--- src/rtl/nn_pkg.sv ---
// Shared types and constants for the NN output argmax block: fp32 layout,
// vector geometry, the result record and the fp32 total-order key.
package nn_pkg;

    localparam int SIG_W      = 23;
    localparam int EXP_W      = 8;
    localparam int DATA_W     = 1 + EXP_W + SIG_W;
    localparam int VEC_LEN    = 3;
    localparam int IDX_W      = 2;
    localparam int FIFO_DEPTH = 4;
    localparam int PTR_W      = $clog2(FIFO_DEPTH);
    localparam int VID_W      = 4;

    typedef struct packed {
        logic [IDX_W-1:0]  idx;
        logic [DATA_W-1:0] max;
        logic [VID_W-1:0]  vid;
    } nn_res_t;

    typedef enum logic {
        ST_IDLE = 1'b0,
        ST_ACC  = 1'b1
    } nn_state_e;

    // Maps an fp32 bit pattern onto an unsigned key whose ordering matches
    // numeric ordering (with -0 below +0); NaN/Inf are just bit patterns here.
    function automatic logic [DATA_W-1:0] fp_order_key(input logic [DATA_W-1:0] x);
        return x[DATA_W-1] ? ~x : (x ^ {1'b1, {(DATA_W-1){1'b0}}});
    endfunction

endpackage

--- src/rtl/nn_res_fifo.sv ---
// Result FIFO with a registered head: out_valid/head update on the clock edge,
// and the head holds its last value while the FIFO is empty.
module nn_res_fifo
    import nn_pkg::*;
(
    input  logic    clk,
    input  logic    rst_n,
    input  logic    push,
    input  nn_res_t push_data,
    input  logic    out_ready,
    output logic    out_valid,
    output nn_res_t head,
    output logic    drop
);

    // Handshake: the head entry is consumed on any rising edge where
    // out_valid && out_ready; a push into a full FIFO is only accepted when
    // that same edge also pops.
    localparam logic [PTR_W:0] FULL_CNT = (PTR_W+1)'(FIFO_DEPTH);

    nn_res_t          mem [FIFO_DEPTH];
    logic [PTR_W-1:0] wr_ptr;
    logic [PTR_W-1:0] rd_ptr;
    logic [PTR_W-1:0] rd_nxt;
    logic [PTR_W:0]   count;
    logic [PTR_W:0]   count_d;
    logic             pop;
    logic             full;
    logic             push_ok;

    assign pop     = out_valid && out_ready;
    assign full    = (count == FULL_CNT);
    assign push_ok = push && (!full || pop);
    assign drop    = push && full && !pop;
    assign rd_nxt  = rd_ptr + 1'b1;
    assign count_d = count + (PTR_W+1)'(push_ok) - (PTR_W+1)'(pop);

    always_ff @(posedge clk) begin
        if (push_ok) begin
            mem[wr_ptr] <= push_data;
        end
    end

    always_ff @(posedge clk or negedge rst_n) begin
        if (!rst_n) begin
            wr_ptr    <= '0;
            rd_ptr    <= '0;
            count     <= '0;
            out_valid <= 1'b0;
            head      <= '0;
        end else begin
            count     <= count_d;
            out_valid <= (count_d != '0);
            if (push_ok) begin
                wr_ptr <= wr_ptr + 1'b1;
            end
            if (pop) begin
                rd_ptr <= rd_nxt;
            end
            // Next head comes from storage if another entry is queued behind
            // the popped one, otherwise straight from the incoming push.
            if (pop) begin
                if (count > (PTR_W+1)'(1)) begin
                    head <= mem[rd_nxt];
                end else if (push_ok) begin
                    head <= push_data;
                end
            end else if (count == '0 && push_ok) begin
                head <= push_data;
            end
        end
    end

endmodule

--- src/rtl/nn_out_argmax.sv ---
// Groups the NN serial fp32 output stream into VEC_LEN-element vectors and
// queues {argmax index, max value, vector id} for a valid/ready consumer.
module nn_out_argmax
    import nn_pkg::*;
(
    input  logic              clk,
    input  logic              rst_n,
    input  logic              in_valid,
    input  logic [DATA_W-1:0] in_data,
    output logic              out_valid,
    input  logic              out_ready,
    output logic [IDX_W-1:0]  out_idx,
    output logic [DATA_W-1:0] out_max,
    output logic [VID_W-1:0]  out_vid,
    output logic              overflow
);

    localparam logic [IDX_W:0] LAST_CNT = (IDX_W+1)'(VEC_LEN);

    nn_state_e         state_q, state_d;
    logic [IDX_W:0]    cnt_q, cnt_d;
    logic [DATA_W-1:0] max_q, max_d;
    logic [IDX_W-1:0]  idx_q, idx_d;
    logic [VID_W-1:0]  vid_q;
    logic              overflow_q;
    logic              push;
    nn_res_t           push_res;
    logic              drop;
    nn_res_t           head;

    always_comb begin
        state_d  = state_q;
        cnt_d    = cnt_q;
        max_d    = max_q;
        idx_d    = idx_q;
        push     = 1'b0;
        push_res = '0;
        if (in_valid) begin
            if (state_q == ST_IDLE) begin
                max_d = in_data;
                idx_d = '0;
                cnt_d = (IDX_W+1)'(1);
            end else begin
                // Strict greater-than keeps the lower index on ties.
                if (fp_order_key(in_data) > fp_order_key(max_q)) begin
                    max_d = in_data;
                    idx_d = cnt_q[IDX_W-1:0];
                end
                cnt_d = cnt_q + 1'b1;
            end
            if (cnt_d == LAST_CNT) begin
                push     = 1'b1;
                push_res = '{idx: idx_d, max: max_d, vid: vid_q};
                state_d  = ST_IDLE;
                cnt_d    = '0;
            end else begin
                state_d  = ST_ACC;
            end
        end
    end

    always_ff @(posedge clk or negedge rst_n) begin
        if (!rst_n) begin
            state_q    <= ST_IDLE;
            cnt_q      <= '0;
            max_q      <= '0;
            idx_q      <= '0;
            vid_q      <= '0;
            overflow_q <= 1'b0;
        end else begin
            state_q <= state_d;
            cnt_q   <= cnt_d;
            max_q   <= max_d;
            idx_q   <= idx_d;
            // The id advances even when the FIFO drops the result.
            if (push) begin
                vid_q <= vid_q + 1'b1;
            end
            if (drop) begin
                overflow_q <= 1'b1;
            end
        end
    end

    nn_res_fifo u_fifo (
        .clk       (clk),
        .rst_n     (rst_n),
        .push      (push),
        .push_data (push_res),
        .out_ready (out_ready),
        .out_valid (out_valid),
        .head      (head),
        .drop      (drop)
    );

    assign out_idx  = head.idx;
    assign out_max  = head.max;
    assign out_vid  = head.vid;
    assign overflow = overflow_q;

endmodule

--- config.mk ---
export PLATFORM = sky130hd
export DESIGN_NAME = nn_out_argmax
export DESIGN_NICKNAME = d
export VERILOG_FILES = /design/src/rtl/nn_pkg.sv /design/src/rtl/nn_res_fifo.sv /design/src/rtl/nn_out_argmax.sv
export SDC_FILE = /design/constraint.sdc
export NUM_CORES = 1
export LEC_CHECK = 0
export CORE_MARGIN = 1
export CORE_UTILIZATION = 55
export DETAILED_ROUTE_END_ITERATION = 8
export GPL_ROUTABILITY_DRIVEN = 0
export PLACE_DENSITY = 0.79
export REMOVE_ABC_BUFFERS = 1
export SYNTH_ARGS = -nofsm -noshare
export SYNTH_HDL_FRONTEND = slang
export SYNTH_HIERARCHICAL = 1
export SYNTH_SLANG_ARGS = --single-unit
--- constraint.sdc ---
create_clock -name clk -period 4.4 [get_ports clk]
set_clock_uncertainty 0.2 [all_clocks]
set_input_delay 0.66 -clock clk [delete_from_list [all_inputs] [get_ports clk]]
set_output_delay 0.66 -clock clk [all_outputs]
set_load 0.03 [all_outputs]
Word level (Yosys, flattened, before mapping):

Memories as Yosys holds them, arrays and structs flattened.
Index checks and enable logic that the tools add are counted.

* flip-flop bits (word level): 89
* bits in writable memories: 152
* input bits: 36
* output and inout bits: 40
* logic and storage cells: 61
* memories kept: 1

Memories
* u_fifo.mem: depth 4, bits a word 38, rd ports 1, clocked after Yosys merged registers in 0, write ports 1, line nn_res_fifo.sv:21 `nn_res_t mem [FIFO_DEPTH];`

* $add $sub $neg: 6
* $lt $le $gt $ge: 2
* equal/unequal tests: 3
* muxes and demuxes: 20
* bitwise logic cells: 4
* reduce and logical (&&, ||, !) cells: 12

Operators with widths (count)
* 38-bit two-way mux: 6
* 32-bit two-way mux: 4
* 32-bit inverter: 2
* 32-bit greater-than comparator: 1
* 3-bit two-way mux: 3
* 1-bit logical AND: 5
* 1-bit two-way mux: 5
* 2-bit by 1-bit adder with 2-bit output, second input constant: 2
* 4-bit by 1-bit adder with 4-bit output, second input constant: 1
* 2-bit two-way mux: 2
* 3-bit by 1-bit adder with 3-bit output: 1
* 3-bit by 1-bit adder with 3-bit output, second input constant: 1
* 3-bit by 2-bit == test with 1-bit output, second input constant: 1
* 3-bit == test, second input constant: 1
* 3-bit by 1-bit greater-than comparator with 1-bit output, second input constant: 1
* 3-bit logical NOT: 1
* 3-bit inequality test, second input constant: 1
* 3-bit nonzero test: 1
* 3-bit by 1-bit subtractor with 3-bit output: 1
* 1-bit logical NOT: 2
* 1-bit inverter: 2
* 2-bit AND reduction: 1
* 2-bit nonzero test: 1
* 1-bit logical OR: 1

Depth between registers and ports, before layout:

Gate-level depths: netlist (run 1).

* depth after elaboration: 10
* gate-level depth with buffers: 14
* depth with buffers taken out: 13

Cells and area by module:

The synthesis (run 1) kept the hierarchy.

Modules (own cells, without submodules)
* nn_res_fifo: instances 1, cells an instance 410, area each 7731.2 um^2, sequential area each 5715.5 um^2
* nn_out_argmax: instances 1, cells an instance 406, area each 3908.7 um^2, sequential area each 1076.0 um^2

Least setup slack after synthesis (run 1):

OpenSTA, ideal clock, no wires.

* path kind: input port to flip-flop
* start: in in_data[31]
* end: reg u_fifo/head[23] (netlist name)
* library setup time: 0.077 ns
* data arrival time: 3.521 ns
* data required time: 4.123 ns
* slack: 0.602 ns
* cell stages on the path: 12
* path buffers: 3
* cells stage by stage: clkbuf_1 buf_1 xor2_1 ha_1 nand4_1 a2111o_1 a31oi_4 clkbuf_1 o31ai_1 a21oi_1 mux2i_1 o21ai_1

RTL lines
* from (decl): line nn_out_argmax.sv:9 `input logic [DATA_W-1:0] in_data,`

==> flow_summary_export.csv, run 1 <==
group,metric,value,unit
outcome,outcome,"finished, final reports clean",
clock_tree,cts_setup_buffers,0,
setup_path,crit_fanout,24,
setup_path,criticalPathCategory,"flop to flop",
clock_tree,numCtsBuffers,25,
yosys,synth_flop_cell,"edfxtp_1",
cells_and_area,area_growth,17.3,%
floorplanning,dieArea,0.0217,mm2
timing,layout_min_cycle_time,3.89,ns
timing,slew-limit-headroom,18.7,%
timing,clock.fmax,0.257,GHz
global_route,antenna_found_initial,0,
clock_tree,cts_hold_buf,0,
yosys,ys_seq_area_share,58.3,%
worst_hold_path,hp-class,"primary input to async pin",
cells_and_area,fin_cells,1196,
clock_tree,clockBufferDepth,3,
placement,placement.cell_area,0.0129,mm2
setup_path,crit_path_end_kind,"flop",
clock_tree,root_buffer,"clkbuf_16",
cells_and_area,design_area,0.0137,mm2
power,ir_worst_vdd,425,uV
clock_tree,clkSinkCount,241,
drt,drc,0,
clock_tree,cts-resized-gates,0,
yosys,syn_area,0.0116,mm2
yosys,syn_area_per_cell,14.3,um2
floorplanning,io_pins,76,
setup_path,reg2reg_slack,0.51,ns
cells_and_area,final_nets,987,
floorplanning,start_util,56.8,%
timing,final_hold_viol_count,0,
yosys,ys_ff_latch,241,
clock_tree,path_clk_slew,0.06,ns
drt,wl,25.2,mm
clock_tree,clock_latency,0.53,ns
clock_tree,tritoncts,"yes",
setup_path,crit_top_cell,"nand4_1",
setup_path,arrival,4.14,ns
clock_tree,h-tree-depth,1,
cells_and_area,diodes,0,
drt,viasPerCell,6.05,
timing,worst_pin_slew,1.22,ns
yosys,yosysWarnings,6,
drt,drt-pass1-iter-count,5,
setup_path,cpPeakStageDelay,0.57,ns
setup_path,reg2reg_depth,12,
setup_path,path_cells,"buf_12, xnor2_1, ha_1, nand4_1, nor4_1, nand2b_1, a31o_2, buf_4, nand4_1, a21oi_1, mux2i_1, o21ai_1",
cells_and_area,drive_above_1_share,18.3,%
placement,port_buffers,75,
drt,routed-via-count,7240,
power,p_per_area,703,mW/mm2
global_route,grt_max_degree,70,
floorplanning,fp.dieW,147,um
drt,routedWlPerCell,21.1,um
yosys,synth_edf_count,152,
yosys,syn_inst,816,
timing,setup_viol,0,
global_route,track_usage,24.3,%
setup_path,start_kind,"flop",
timing,post-route-period-util,88.5,%
yosys,ys_async_sr_fraction,36.9,%
setup_path,crit_slowest_cell,"dfrtp_2",
drt,first_iter_violations,527,
drt,antenna_left,0,
yosys,yosysUniqueCellTypes,50,
timing,slew_viol_final,0,
timing,hold-worst-slack,0.0989,ns
cells_and_area,n_fill_cell,1489,
global_route,grt-ovfl-total,0,
power,leakage,5.37,nW
floorplanning,rows,52,
floorplanning,die_h,147,um
floorplanning,core,0.0205,mm2
global_route,grt_first_pass_wirelength,40.9,mm
placement,dp_cells,1150,
global_route,grt_pass1_vias,7492,
flow_run,cap_violations,0,
timing,rsz0062_at_grt,"no",
setup_path,cp_data_required_time,4.65,ns
setup_path,reg2reg_to,"u_fifo/head[21]",
setup_path,regToRegStartpoint,"max_q[31]",
placement,dp_hpwl,15.7,mm
-- layout make-up --
class                           count  area [um2]  share of cell area [%]
Clock inverter                     15         148                    1.08
Multi-Input combinational cell    503        4510                    33.0
Inverter                           15        56.3                   0.412
Sequential cell                   241        6790                    49.8
Clock buffer                       31         648                    4.75
Timing Repair Buffer              121        1160                    8.52
Tap cell                          270         338                    2.47
-- cell usage after synthesis, types with 11 or more instances --
cell type,instances,share of area (%)
edfxtp_1,152,39
dfrtp_1,89,19
nand2_1,53,1.7
a21oi_1,52,2.2
ha_1,43,4.6
nand4_1,42,2.3
mux2i_1,38,3.3
mux4_2,38,7.4
o21ai_1,38,1.6
xnor2_1,38,2.9
o31ai_1,32,2.1
xor2_1,32,2.4
mux2_4,30,3.9
clkbuf_1,23,0.74
buf_2,18,0.77
inv_1,14,0.45
o21ai_0,11,0.47
-- layer usage --
metal  global-route usage (%)  wire length (um)
met1                     33.5             10900
met2                     40.4             12300
met3                     3.36              1400
met4                     7.06               590
met5                        0                 0
-- registers in the layout (all words and copies together), names as in the netlist --
| register | cells |
|---|---|
| max_q | 32 |
| u_fifo/head | 38 |
| vid_q | 4 |
| u_fifo/rd_ptr | 2 |
| overflow | 1 |
| idx_q | 2 |
| u_fifo/count | 3 |
| u_fifo/wr_ptr | 2 |
| cnt_q | 3 |
| u_fifo/out_valid | 1 |
| u_fifo/mem | 152 |
| state_q | 1 |
-- where the power goes --
group          switching, W  internal [W]  leakage, nW
Combinational       0.00225       0.00201         2.46
Clock              0.000853       0.00122        0.385
Sequential         0.000386       0.00288         2.53
-- per-stage QoR --
stage | total power, W | TNS [ns] | util (%) | setup WS, ns
after detailed placement | 0.00754 | 0 | 62.7 | 0.0634
after floorplan | 0.00626 | -18.15 | - | -0.407
final | 0.00961 | 0 | 66.6 | 0.505
after global routing | 0.0101 | 0 | 66.6 | 0.219
after global placement | 0.00744 | 0 | 62.7 | 0.153
after CTS | 0.00964 | 0 | 66.6 | 0.499
-- critical path: cells and delay by family, from the launching register on --
family	cells	cell delay, ns
AND/OR/NAND/NOR	4	1.05
AO/OA/AOI/OAI	3	0.86
flip-flops	1	0.57
buffers and inverters	2	0.54
adder cells (fa/ha/maj)	1	0.32
multiplexers	1	0.17
XOR/XNOR	1	0.10
-- kinds of logic (layout without fill, tap and decap cells) --
group	Yosys count	count (layout)	share of synthesized area (%)
DFF	241	241	58.3
adders and majority gates	44	44	4.79
muxes	110	110	14.9
xor gates and xnor gates	70	70	5.27
buffers and inverters	72	182	3.06
and+or+nand+nor	132	132	5.93
AOI/OAI and AO/OA	147	147	7.72
-- how the worst max path moves through the flow --
stage	start	end	slack, ns	depth (start not counted)
detailed placement	in_data[10]	u_fifo/head[21]	0.06	12
global placement	in_data[10]	u_fifo/head[21]	0.15	12
finish	max_q[31]	u_fifo/head[21]	0.51	12
floorplan	max_q[31]	max_q[0]	-0.41	8
CTS	max_q[31]	u_fifo/head[18]	0.50	12
global route	max_q[31]	u_fifo/head[35]	0.22	11
-- cells in the final DEF (no fill, tap or decap), types with 41 or more instances in the layout --
cell and count:
edfxtp_1 152, ha_1 43, nand2_1 53, dfrtp_1 87
clkdlybuf4s50_1 73, a21oi_1 52, nand4_1 42, buf_4 41
Power figures use the tool's default switching activity.
==> run 2, diff against run 1 <==
--- a/config.mk
+++ b/config.mk
@@ -11,6 +11,7 @@
 export GPL_ROUTABILITY_DRIVEN = 0
 export PLACE_DENSITY = 0.79
 export REMOVE_ABC_BUFFERS = 1
+export SKIP_LAST_GASP = 1
 export SYNTH_ARGS = -nofsm -noshare
 export SYNTH_HDL_FRONTEND = slang
 export SYNTH_HIERARCHICAL = 1
==> results of run 2 <==
Final layout, timing and power as in run 1 (identical DEF).
